<file path="config.mk">
export PLATFORM = sky130hd
export DESIGN_NAME = load_store_unit
export DESIGN_NICKNAME = d
export VERILOG_FILES = /design/src/rtl/load_store_unit.sv
export SDC_FILE = /design/constraint.sdc
export NUM_CORES = 1
export LEC_CHECK = 0
export CAP_MARGIN = 40
export CELL_PAD_IN_SITES_DETAIL_PLACEMENT = 1
export CELL_PAD_IN_SITES_GLOBAL_PLACEMENT = 2
export CORE_UTILIZATION = 24
export CTS_CLUSTER_DIAMETER = 30
export CTS_CLUSTER_SIZE = 14
export DETAILED_ROUTE_END_ITERATION = 10
export PLACE_DENSITY_LB_ADDON = 0.1
export SLEW_MARGIN = 30
export SYNTH_ARGS = -nofsm -noshare
export SYNTH_HDL_FRONTEND = slang
export SYNTH_SLANG_ARGS = --single-unit
</file>
<file path="constraint.sdc">
create_clock -name clk -period 2.2 [get_ports clk]
set_input_delay 0.66 -clock clk [delete_from_list [all_inputs] [get_ports clk]]
set_output_delay 0.66 -clock clk [all_outputs]
set_load 0.01 [all_outputs]
</file>
<file path="src/rtl/load_store_unit.sv">
// RV32I load/store unit: one request per handshake, word-aligned byte-enabled memory port, one-cycle response.
// Latency: 2 cycles minimum (accept -> mem_req -> rsp); the core is held off with req_ready low until the response.
module load_store_unit #(
    parameter int TIMEOUT = 16
) (
    input  logic        clk,
    input  logic        rst,
    input  logic        req_valid,
    output logic        req_ready,
    input  logic        req_we,
    input  logic [2:0]  req_funct3,
    input  logic [31:0] req_addr,
    input  logic [31:0] req_wdata,
    output logic        rsp_valid,
    output logic [31:0] rsp_rdata,
    output logic        rsp_err,
    output logic        mem_req,
    output logic        mem_we,
    output logic [31:0] mem_addr,
    output logic [3:0]  mem_be,
    output logic [31:0] mem_wdata,
    input  logic        mem_ack,
    input  logic [31:0] mem_rdata
);

    typedef enum logic [1:0] {IDLE, ACCESS, RESP} state_t;

    typedef struct packed {
        logic [2:0] funct3;
        logic [1:0] lane;
    } ctx_t;

    localparam int CW = (TIMEOUT > 1) ? $clog2(TIMEOUT) : 1;
    localparam logic [CW-1:0] TLIM = CW'((TIMEOUT > 0) ? TIMEOUT - 1 : 0);

    state_t        state_q, state_d;
    logic [CW-1:0] cnt_q, cnt_d;
    ctx_t          ctx_q, ctx_d;

    logic        rsp_valid_d, rsp_err_d, mem_req_d, mem_we_d;
    logic [31:0] rsp_rdata_d, mem_addr_d, mem_wdata_d;
    logic [3:0]  mem_be_d;

    logic        req_legal, req_misaligned;
    logic [3:0]  req_be;
    logic [31:0] req_lane_wdata;
    logic [7:0]  ld_byte;
    logic [15:0] ld_half;
    logic [31:0] ld_data;

    assign req_ready = (state_q == IDLE);

    // Request decode: legality, alignment and store lane placement.
    always_comb begin
        req_legal      = req_we ? (req_funct3 <= 3'b010)
                                : (req_funct3 inside {3'b000, 3'b001, 3'b010, 3'b100, 3'b101});
        req_misaligned = ((req_funct3[1:0] == 2'b01) && req_addr[0]) ||
                         ((req_funct3[1:0] == 2'b10) && (req_addr[1:0] != 2'b00));
        req_be         = 4'b1111;
        req_lane_wdata = req_wdata;
        if (req_we) begin
            case (req_funct3[1:0])
                2'b00: begin
                    req_be         = 4'b0001 << req_addr[1:0];
                    req_lane_wdata = {4{req_wdata[7:0]}};
                end
                2'b01: begin
                    req_be         = req_addr[1] ? 4'b1100 : 4'b0011;
                    req_lane_wdata = {2{req_wdata[15:0]}};
                end
                default: begin
                    req_be         = 4'b1111;
                    req_lane_wdata = req_wdata;
                end
            endcase
        end
    end

    // Load data extraction from the returned word.
    always_comb begin
        case (ctx_q.lane)
            2'd0:    ld_byte = mem_rdata[7:0];
            2'd1:    ld_byte = mem_rdata[15:8];
            2'd2:    ld_byte = mem_rdata[23:16];
            default: ld_byte = mem_rdata[31:24];
        endcase
        ld_half = ctx_q.lane[1] ? mem_rdata[31:16] : mem_rdata[15:0];
        case (ctx_q.funct3)
            3'b000:  ld_data = {{24{ld_byte[7]}}, ld_byte};
            3'b100:  ld_data = {24'h0, ld_byte};
            3'b001:  ld_data = {{16{ld_half[15]}}, ld_half};
            3'b101:  ld_data = {16'h0, ld_half};
            default: ld_data = mem_rdata;
        endcase
    end

    always_comb begin
        state_d     = state_q;
        cnt_d       = cnt_q;
        ctx_d       = ctx_q;
        rsp_valid_d = 1'b0;
        rsp_err_d   = 1'b0;
        rsp_rdata_d = 32'h0;
        mem_req_d   = mem_req;
        mem_we_d    = mem_we;
        mem_addr_d  = mem_addr;
        mem_be_d    = mem_be;
        mem_wdata_d = mem_wdata;

        case (state_q)
            IDLE: begin
                if (req_valid) begin
                    ctx_d = '{funct3: req_funct3, lane: req_addr[1:0]};
                    cnt_d = '0;
                    if (!req_legal || req_misaligned) begin
                        state_d     = RESP;
                        rsp_valid_d = 1'b1;
                        rsp_err_d   = 1'b1;
                    end else begin
                        state_d     = ACCESS;
                        mem_req_d   = 1'b1;
                        mem_we_d    = req_we;
                        mem_addr_d  = {req_addr[31:2], 2'b00};
                        mem_be_d    = req_be;
                        mem_wdata_d = req_lane_wdata;
                    end
                end
            end
            ACCESS: begin
                // An ack arriving on the expiry cycle still completes the access cleanly.
                if (mem_ack || ((TIMEOUT != 0) && (cnt_q == TLIM))) begin
                    state_d     = RESP;
                    rsp_valid_d = 1'b1;
                    rsp_err_d   = !mem_ack;
                    rsp_rdata_d = (mem_ack && !mem_we) ? ld_data : 32'h0;
                    mem_req_d   = 1'b0;
                    mem_we_d    = 1'b0;
                    mem_addr_d  = 32'h0;
                    mem_be_d    = 4'h0;
                    mem_wdata_d = 32'h0;
                end else begin
                    cnt_d = cnt_q + CW'(1);
                end
            end
            RESP: begin
                state_d = IDLE;
            end
            default: begin
                state_d = IDLE;
            end
        endcase
    end

    always_ff @(posedge clk) begin
        if (!rst) begin
            state_q   <= IDLE;
            cnt_q     <= '0;
            ctx_q     <= '0;
            rsp_valid <= 1'b0;
            rsp_err   <= 1'b0;
            rsp_rdata <= 32'h0;
            mem_req   <= 1'b0;
            mem_we    <= 1'b0;
            mem_addr  <= 32'h0;
            mem_be    <= 4'h0;
            mem_wdata <= 32'h0;
        end else begin
            state_q   <= state_d;
            cnt_q     <= cnt_d;
            ctx_q     <= ctx_d;
            rsp_valid <= rsp_valid_d;
            rsp_err   <= rsp_err_d;
            rsp_rdata <= rsp_rdata_d;
            mem_req   <= mem_req_d;
            mem_we    <= mem_we_d;
            mem_addr  <= mem_addr_d;
            mem_be    <= mem_be_d;
            mem_wdata <= mem_wdata_d;
        end
    end

endmodule
</file>
== Word level (Yosys, flattened, before mapping) ==
Index checks and enable logic that the tools add are counted.

* Bits in latches: 0
* Logic and storage cells: 94
* ROM bits: 0
* Input bits: 104
* Bits in registers: 115
* Memories: 0
* Memory bits (writable): 0

* Multiply operators: 0
* Muxes and demuxes: 40
* Reductions and logical operators: 22
* Equality and inequality tests: 17
* Add/subtract/negate cells: 1
* Bitwise logic cells: 0
* Div/mod/pow operators: 0
* $lt $le $gt $ge: 1
* Shifts and indexed selects: 1

{| class="wikitable"
|+ Operator list
! operator !! count
|-
| 32-bit 2-to-1 mux || 6
|-
| 32-bit case mux with 2 select lines || 3
|-
| 32-bit case mux with 4 select lines || 1
|-
| 4-bit 2-to-1 mux || 7
|-
| 4-bit case mux with 2 select lines || 3
|-
| 8-bit case mux with 3 select lines || 1
|-
| 16-bit 2-to-1 mux || 1
|-
| 3-bit equality test (second input constant) || 4
|-
| 1-bit 2-to-1 mux || 10
|-
| 2-bit != test (second input constant) || 4
|-
| 1-bit case mux with 2 select lines || 4
|-
| 4-bit AND reduction || 2
|-
| 2-bit by 1-bit equality test with 1-bit output (second input constant) || 3
|-
| 3-bit by 1-bit equality test with 1-bit output (second input constant) || 2
|-
| 2-bit zero test || 3
|-
| 3-bit zero test || 2
|-
| 2-bit 2-to-1 mux || 3
|-
| 5-bit nonzero test || 1
|-
| 4-bit by 1-bit adder with 4-bit output (second input constant) || 1
|-
| 2-bit equality test (second input constant) || 2
|-
| 4-bit equality test (second input constant) || 1
|-
| 2-bit case mux with 2 select lines || 1
|-
| 2-bit AND reduction || 2
|-
| 2-bit nonzero test || 2
|-
| other kinds (7) || 13
|}

== Longest topological paths before layout ==
Gate-level depths: netlist of the first run.

* Depth after elaboration: 8
* Gate-level depth with buffers: 7

== Worst setup path after synthesis of the first run ==
Ideal clock, no wire load.

* Path kind: input -> register
* Start point: input req_addr[0]
* End point: register mem_addr[29]
* Arrival: 1781 ps
* Stages on the path: 6
* Setup time: 117 ps
* Required time: 2083 ps
* Setup slack: 302 ps
* Path through: nor4_4 > o21ai_2 > a22o_1 > clkbuf_1 > buf_2 > a22o_1

* Cells in the longest elaborated chain, start to end: 6
* Elaborated cells on any way between the ends: 7
* Classes of those cells: 1 x eq/ne; 6 x reduce/logical

{| class="wikitable"
|+ RTL lines
! element !! line !! source
|-
| from (decl) || 12 || <nowiki>input logic [31:0] req_addr,</nowiki>
|-
| 2-bit nonzero test || 58 || <nowiki>((req_funct3[1:0] == 2'b10) && (req_addr[1:0] != 2'b00));</nowiki>
|-
| 1-bit logical AND || 58 ||
|-
| 1-bit logical OR (*) || 57 || <nowiki>req_misaligned = ((req_funct3[1:0] == 2'b01) && req_addr[0]) ||</nowiki>
|-
| 1-bit logical OR (*) || 115 || <nowiki>if (!req_legal || req_misaligned) begin</nowiki>
|-
| 2-bit != test (no line) (*) || - ||
|-
| 4-bit AND reduction (no line) (*) || - ||
|-
| to (signal assigned) || 176 || <nowiki>mem_addr <= mem_addr_d;</nowiki>
|-
| to (decl) || 19 || <nowiki>output logic [31:0] mem_addr,</nowiki>
|}

Mark *: on every way between the ends. The rest lies on a longest branch, timed or not.
A chain may end at the register's enable or synchronous reset.

== Final worst setup path of the first run ==
* Start point: input req_we
* End point: register mem_wdata[15]

* Cells in the longest elaborated chain, start to end: 5
* Elaborated cells on any way between the ends: 9
* Classes of those cells: 1 x eq/ne; 5 x mux; 3 x reduce/logical

{| class="wikitable"
|+ RTL lines
! element !! line !! source
|-
| from (decl) || 10 || <nowiki>input logic req_we,</nowiki>
|-
| 1-bit 2-to-1 mux || 55 || <nowiki>req_legal = req_we ? (req_funct3 <= 3'b010)</nowiki>
|-
| 1-bit zero test || 115 ||
|-
| 1-bit logical OR || 115 ||
|-
| 2-bit != test (no line) || - ||
|-
| 4-bit AND reduction (no line) || - ||
|-
| to (signal assigned) || 178 || <nowiki>mem_wdata <= mem_wdata_d;</nowiki>
|-
| to (decl) || 21 || <nowiki>output logic [31:0] mem_wdata,</nowiki>
|}

Several ways; a longest one is shown, not always the timed one. The select of a mux whose other input is x is not followed.

==> run_results.csv, run 1 <==
group,metric,value,unit
outcome,outcome,"complete, no violations",
worst_hold_path,hold_path_class,"reg2reg",
die,placementRows,50,
global_routing,grt_pass1_wl,27860,microns
yosys,async_flop_share,0,%
placement,place.gp.congestion,0.7906,
clock_network,htreeDepth,4,
route,vias,4727,
die,die_area,0.02026,sq mm
die,die_w,142.3,microns
timing,hold_violations,0,
timing,max_freq,475.1,MHz
die,die_y,142.3,microns
worst_setup_path,crit_type,"in2reg",
timing,min_period,2105,ps
yosys,ys_seq_area_share,47.86,%
global_routing,first_global_vias,5034,
timing,setup_ws,95.14,ps
clock_network,cts_buffers,17,
clock_network,clock-root-buffer,"clkbuf_16",
clock_network,path_clk_slew,60,ps
worst_setup_path,path_max_fanout,27,
global_routing,use_met2,28.84,%
yosys,synth-seq-cells,113,
timing,finalSetupViolations,0,
global_routing,grt_busiest_layer,"met2",
finish,multi_input_area,0.002255,sq mm
global_routing,grt_use_total,17.94,%
finish,area_growth,67.60,%
route,via_per_inst,4.775,
timing,fin_tns_setup,0,ps
timing,period_share,95.68,%
timing,drv_slew,0,
timing,clock_skew,6.885,ps
finish,fin_nets,821,
yosys,synth_cell_type_count,42,
worst_setup_path,start_kind,"input pin",
global_routing,antenna_found_initial,2,
route,drtIter0Drc,132,
placement,dpl_worst_slack,-418.6,ps
worst_setup_path,ff2ff_setup_slack,410,ps
finish,regArea,0.002262,sq mm
yosys,synth_warnings,0,
die,io_pins,209,
finish,design_area,0.007923,sq mm
route,dr.pass1.iters,6,
clock_network,cts_tree,"yes",
clock_network,clk-insertion-delay-late,410,ps
route,routed_wl,17670,microns
placement,portBuffers,206,
yosys,synth_area,0.004727,sq mm
worst_setup_path,crit_arrival,2440,ps
route,drc_errors,0,
worst_setup_path,crit_required,2530,ps
worst_setup_path,worstSetupEndpointType,"flop",
global_routing,met1_usage,20.81,%
yosys,synth_edf_count,0,
placement,hpwl,12830,microns
finish,fill_cells,2149,
clock_network,clock_path_buffers,2,
clock_network,cts-hold-fix-buffers,0,
timing,rsz0062_at_grt,"false",
global_routing,overflow,0,
route,ant_nets,0,
yosys,synthFlopType,"dfxtp_1",
power,irDropWorstVdd,572.2,uV
finish,drive_gt1_share,14.27,%
run,maxCapViolations,0,
global_routing,groute.layer.met3.usage,8.883,%
power,power.density,725.6,mW/mm^2
clock_network,numClockSinks,113,
global_routing,grt_max_degree,52,
die,start_util,24.86,%
power,leakage,0.002890,uW
yosys,avgSynthCellArea,9.726,sq um
timing,worst_pin_slew,508.9,ps
die,core_region_area,0.01902,sq mm
timing,relSlewSlack,65.20,%
yosys,synthCells,486,
route,wl_per_cell,17.84,microns
placement,placed_area,0.007350,sq mm
## cell families after synthesis
logic type	count (synthesis)	share of synthesized area [%]
DFF	113	47.86
adders and majority gates	1	0.2646
and+or+nand+nor	138	14.98
other	1	0.07933
muxes	49	11.43
xor gates and xnor gates	2	0.3706
AOI/OAI and AO/OA	131	20.17
buffers and inverters	51	4.844
## report_power, final
group	internal [uW]	switching, uW	total [uW]
clock network	1560	1060	2620
logic	517	422	939
registers	2130	56.7	2190
## state kept, by name, indices dropped and copies added (netlist names)
register / count
cnt_q: 4
ctx_q: 5
mem_addr: 30
mem_be: 4
mem_req: 1
mem_wdata: 32
mem_we: 1
rsp_err: 1
rsp_rdata: 32
rsp_valid: 1
state_q: 2
## cell usage in the layout (no fill, tap or decap), types with 5 or more instances in the layout
cell type        instances
a2111oi_0                6
a21oi_1                 30
a22o_1                  45
a31oi_1                 18
buf_12                   5
buf_4                   42
clkbuf_16               17
clkdlybuf4s50_1        202
clkinvlp_4               8
dfxtp_1                113
inv_1                    7
mux2_2                  10
mux2i_1                 36
nand2_1                 47
nand2b_1                 6
nand3_1                 21
nor2_1                  21
nor2b_1                  7
o21ai_0                  7
o2bb2ai_1                8
or4_1                   16
## path summary, 6_finish.rpt
check / from / cells after the start / endpoint
min reg2reg: mem_wdata[17] / 1 / mem_wdata[17]
min: mem_wdata[17] / 1 / mem_wdata[17]
max: req_we / 6 / mem_wdata[15]
max reg2reg: state_q[0] / 6 / mem_wdata[15]
## stage by stage
stage	utilization [%]	power, uW	std cells	hold slack (ps)
6_report	41.66	5748	990	468.2
5_1_grt	41.66	6031	990	485.4
4_1_cts	41.61	5853	989	472.4
3_5_place_dp	38.64	3180	957	453.5
3_3_place_gp	38.64	3165	957	447.3
2_1_floorplan	-	2616	487	475.9
## worst max-delay path, cell delays in order
cell and delay, ps:
clkdlybuf4s50_1 470, a221oi_2 340, o21ai_2 120, buf_12 170, or4_1 490, a31oi_1 170
## cell type report
type | instances | area share [%]
inverters | 8 | 0.3790
flip-flops and latches | 113 | 28.55
clock buffers | 17 | 5.370
clock inverters | 15 | 1.753
diodes | 1 | 0.03159
repair buffers | 253 | 31.35
multi-input cells | 323 | 28.46
well taps | 260 | 4.106
## repair_timing
item,in CTS,in global routing
pin swaps,0,1
buffers inserted,0,0
resized for setup,1,3
endpoints found under the setup margin,1,19
## synthesized netlist by cell type (3+ instances only)
library cell | n | area share [%]
dfxtp_1 | 113 | 48
nand2_1 | 47 | 3.7
a22o_1 | 46 | 8.5
mux2i_1 | 36 | 7.6
a21oi_1 | 30 | 3.2
nand3_1 | 21 | 2.2
nor2_1 | 21 | 1.7
clkbuf_1 | 20 | 1.6
a31oi_1 | 18 | 2.4
buf_2 | 18 | 1.9
or4_1 | 16 | 2.5
mux2_2 | 10 | 2.4
nor2b_1 | 8 | 1.1
o2bb2ai_1 | 8 | 1.5
inv_1 | 7 | 0.56
o21ai_0 | 7 | 0.74
a2111oi_0 | 6 | 1.1
nand2b_1 | 6 | 0.79
a221oi_1 | 4 | 0.74
a22oi_1 | 4 | 0.64
nand3b_1 | 4 | 0.64
nor3_1 | 4 | 0.42
o22ai_1 | 4 | 0.53
mux4_2 | 3 | 1.4
nor3b_1 | 3 | 0.48
## per-layer routing
| metal | part of all wire [%] | up-vias |
|---|---|---|
| met5 | 0.096 | - |
| met4 | 1.3 | 2 |
| met3 | 8.8 | 15 |
| met2 | 47 | 152 |
| met1 | 43 | 2301 |
| li1 | - | 2257 |
Note: power is estimated with default switching activity, not from simulation.
==> run 2, diff against run 1 <==
--- a/config.mk
+++ b/config.mk
@@ -13,6 +13,7 @@
 export CTS_CLUSTER_SIZE = 14
 export DETAILED_ROUTE_END_ITERATION = 10
 export PLACE_DENSITY_LB_ADDON = 0.1
+export SKIP_CTS_REPAIR_TIMING = 1
 export SLEW_MARGIN = 30
 export SYNTH_ARGS = -nofsm -noshare
 export SYNTH_HDL_FRONTEND = slang
==> run 2 against run 1 <==
Net effect:
- final cell count did not move
- critical endpoint unchanged
- sequential power barely moved
- design area barely moved
- largest power group unchanged
- critical path type unchanged
- highest routed layer unchanged
==> run_results.csv, run 2 (same netlist as run 1, synthesis figures left out) <==
group,metric,value,unit
clock_network,cts_tree,"yes",
timing,fin_tns_setup,0,ps
placement,portBuffers,206,
worst_setup_path,path_cells,"clkdlybuf4s50_1 -> a221oi_2 -> o21ai_2 -> buf_12 -> or4_1 -> a31oi_1",
route,via_per_inst,4.775,
route,vias,4727,
worst_setup_path,r2r_start,"state_q[0]",
worst_setup_path,critPathMaxStageDelay,490,ps
timing,period_share,95.68,%
timing,finalSetupViolations,0,
clock_network,clock-root-buffer,"clkbuf_16",
finish,area_growth,67.68,%
worst_setup_path,crit_arrival,2440,ps
placement,place.gp.congestion,0.7906,
worst_setup_path,path_max_fanout,27,
worst_hold_path,whs_endpoint,"mem_wdata[17]",
finish,regArea,0.002262,sq mm
finish,final_common_cell,"clkdlybuf4s50_1",
power,irDropWorstVdd,572.2,uV
worst_hold_path,worstHoldPathCells,1,
worst_setup_path,r2r_cells,6,
placement,dpl_worst_slack,-418.6,ps
worst_hold_path,min_from,"mem_wdata[17]",
placement,placed_area,0.007350,sq mm
timing,relSlewSlack,65.20,%
timing,hold_violations,0,
timing,rsz0062_at_grt,"false",
timing,setup_ws,95.15,ps
clock_network,path_clk_slew,60,ps
clock_network,numClockSinks,113,
worst_hold_path,hold_path_class,"reg2reg",
clock_network,htreeDepth,4,
finish,reg_top3,"mem_wdata (32), rsp_rdata (32), mem_addr (30)",
timing,drv_slew,0,
worst_setup_path,worst_r2r_endpoint,"mem_wdata[15]",
worst_setup_path,start_kind,"input pin",
power,leakage,0.002894,uW
power,power.density,725.4,mW/mm^2
finish,most-common-layout-cells,"202 x clkdlybuf4s50_1, 113 x dfxtp_1, 47 x nand2_1",
route,dr.pass1.iters,6,
finish,drive_gt1_share,14.27,%
outcome,outcome,"complete, no violations",
finish,fin_nets,821,
finish,multi_input_area,0.002255,sq mm
die,die_area,0.02026,sq mm
worst_setup_path,cp_slowest_cell,"or4_1",
timing,max_freq,475.1,MHz
timing,worst_pin_slew,508.9,ps
route,drc_errors,0,
global_routing,first_global_vias,5034,
route,routed_wl,17670,microns
worst_setup_path,worstSetupEndpointType,"flop",
worst_setup_path,crit_required,2530,ps
die,io_pins,209,
timing,clock_skew,6.885,ps
worst_setup_path,ff2ff_setup_slack,410,ps
clock_network,cts_buffers,17,
die,die_w,142.3,microns
route,wl_per_cell,17.84,microns
global_routing,grt_pass1_wl,27860,microns
finish,design_area,0.007926,sq mm
global_routing,antenna_found_initial,2,
route,ant_nets,0,
clock_network,clk-insertion-delay-late,410,ps
finish,fill_cells,2147,
global_routing,grt_max_degree,52,
global_routing,overflow,0,
die,core_region_area,0.01902,sq mm
run,maxCapViolations,0,
placement,hpwl,12830,microns
global_routing,grt_use_total,17.94,%
clock_network,clock_path_buffers,2,
die,die_y,142.3,microns
worst_setup_path,crit_type,"in2reg",
timing,min_period,2105,ps
route,drtIter0Drc,132,
die,placementRows,50,
die,start_util,24.86,%
==> run 2: cell types whose count changed in the layout (fill, tap and decap cells not counted) <==
cell and change:
dlymetal6s2s_1 +1, dlygate4sd2_1 -1
==> run 2: final cells by class <==
cell class / instances / share of cell area, %
repair buffers: 253 / 31.38
inverters: 8 / 0.3788
flip-flops and latches: 113 / 28.54
clock inverters: 15 / 1.752
multi-input cells: 323 / 28.45
clock buffers: 17 / 5.367
well taps: 260 / 4.104
diodes: 1 / 0.03157
==> run 2: per-layer routing <==
metal	track usage [%]	wire length, microns	vias up
met2	28.84	8294	152
met5	0	17	-
met3	8.883	1560	15
met4	5.490	231	2
met1	20.81	7562	2301
li1	-	-	2257
==> run 2: where the power goes <==
group | leakage [uW] | internal [uW] | switching (uW) | total, uW
logic | 0.00173 | 518 | 422 | 940
clock network | 0.000250 | 1560 | 1060 | 2620
registers | 0.000917 | 2130 | 56.7 | 2190
total | 0.00289 | 4210 | 1540 | 5750
==> run 2: how the worst max path moves through the flow <==
stage,from,end
2_1_floorplan,req_addr[0],mem_addr[29]
5_1_grt,req_we,mem_wdata[15]
3_5_place_dp,req_funct3[0],mem_wdata[15]
3_3_place_gp,req_addr[0],mem_wdata[30]
6_report,req_we,mem_wdata[15]
4_1_cts,state_q[1],req_ready
==> run 2: stage by stage <==
| step | hold slack, ps | utilization, % | total power [uW] | instances |
|---|---|---|---|---|
| 2_1_floorplan | 475.9 | - | 2616 | 487 |
| 3_3_place_gp | 447.3 | 38.64 | 3165 | 957 |
| 3_5_place_dp | 453.5 | 38.64 | 3180 | 957 |
| 4_1_cts | 472.4 | 41.61 | 5854 | 989 |
| 5_1_grt | 485.4 | 41.68 | 6032 | 990 |
| 6_report | 468.2 | 41.68 | 5750 | 990 |
==> run 2: critical path: cells and delay by family <==
kind,cells,cell delay [ps]
buf+inv,2,640
simple gates,1,490
compound gates,3,630
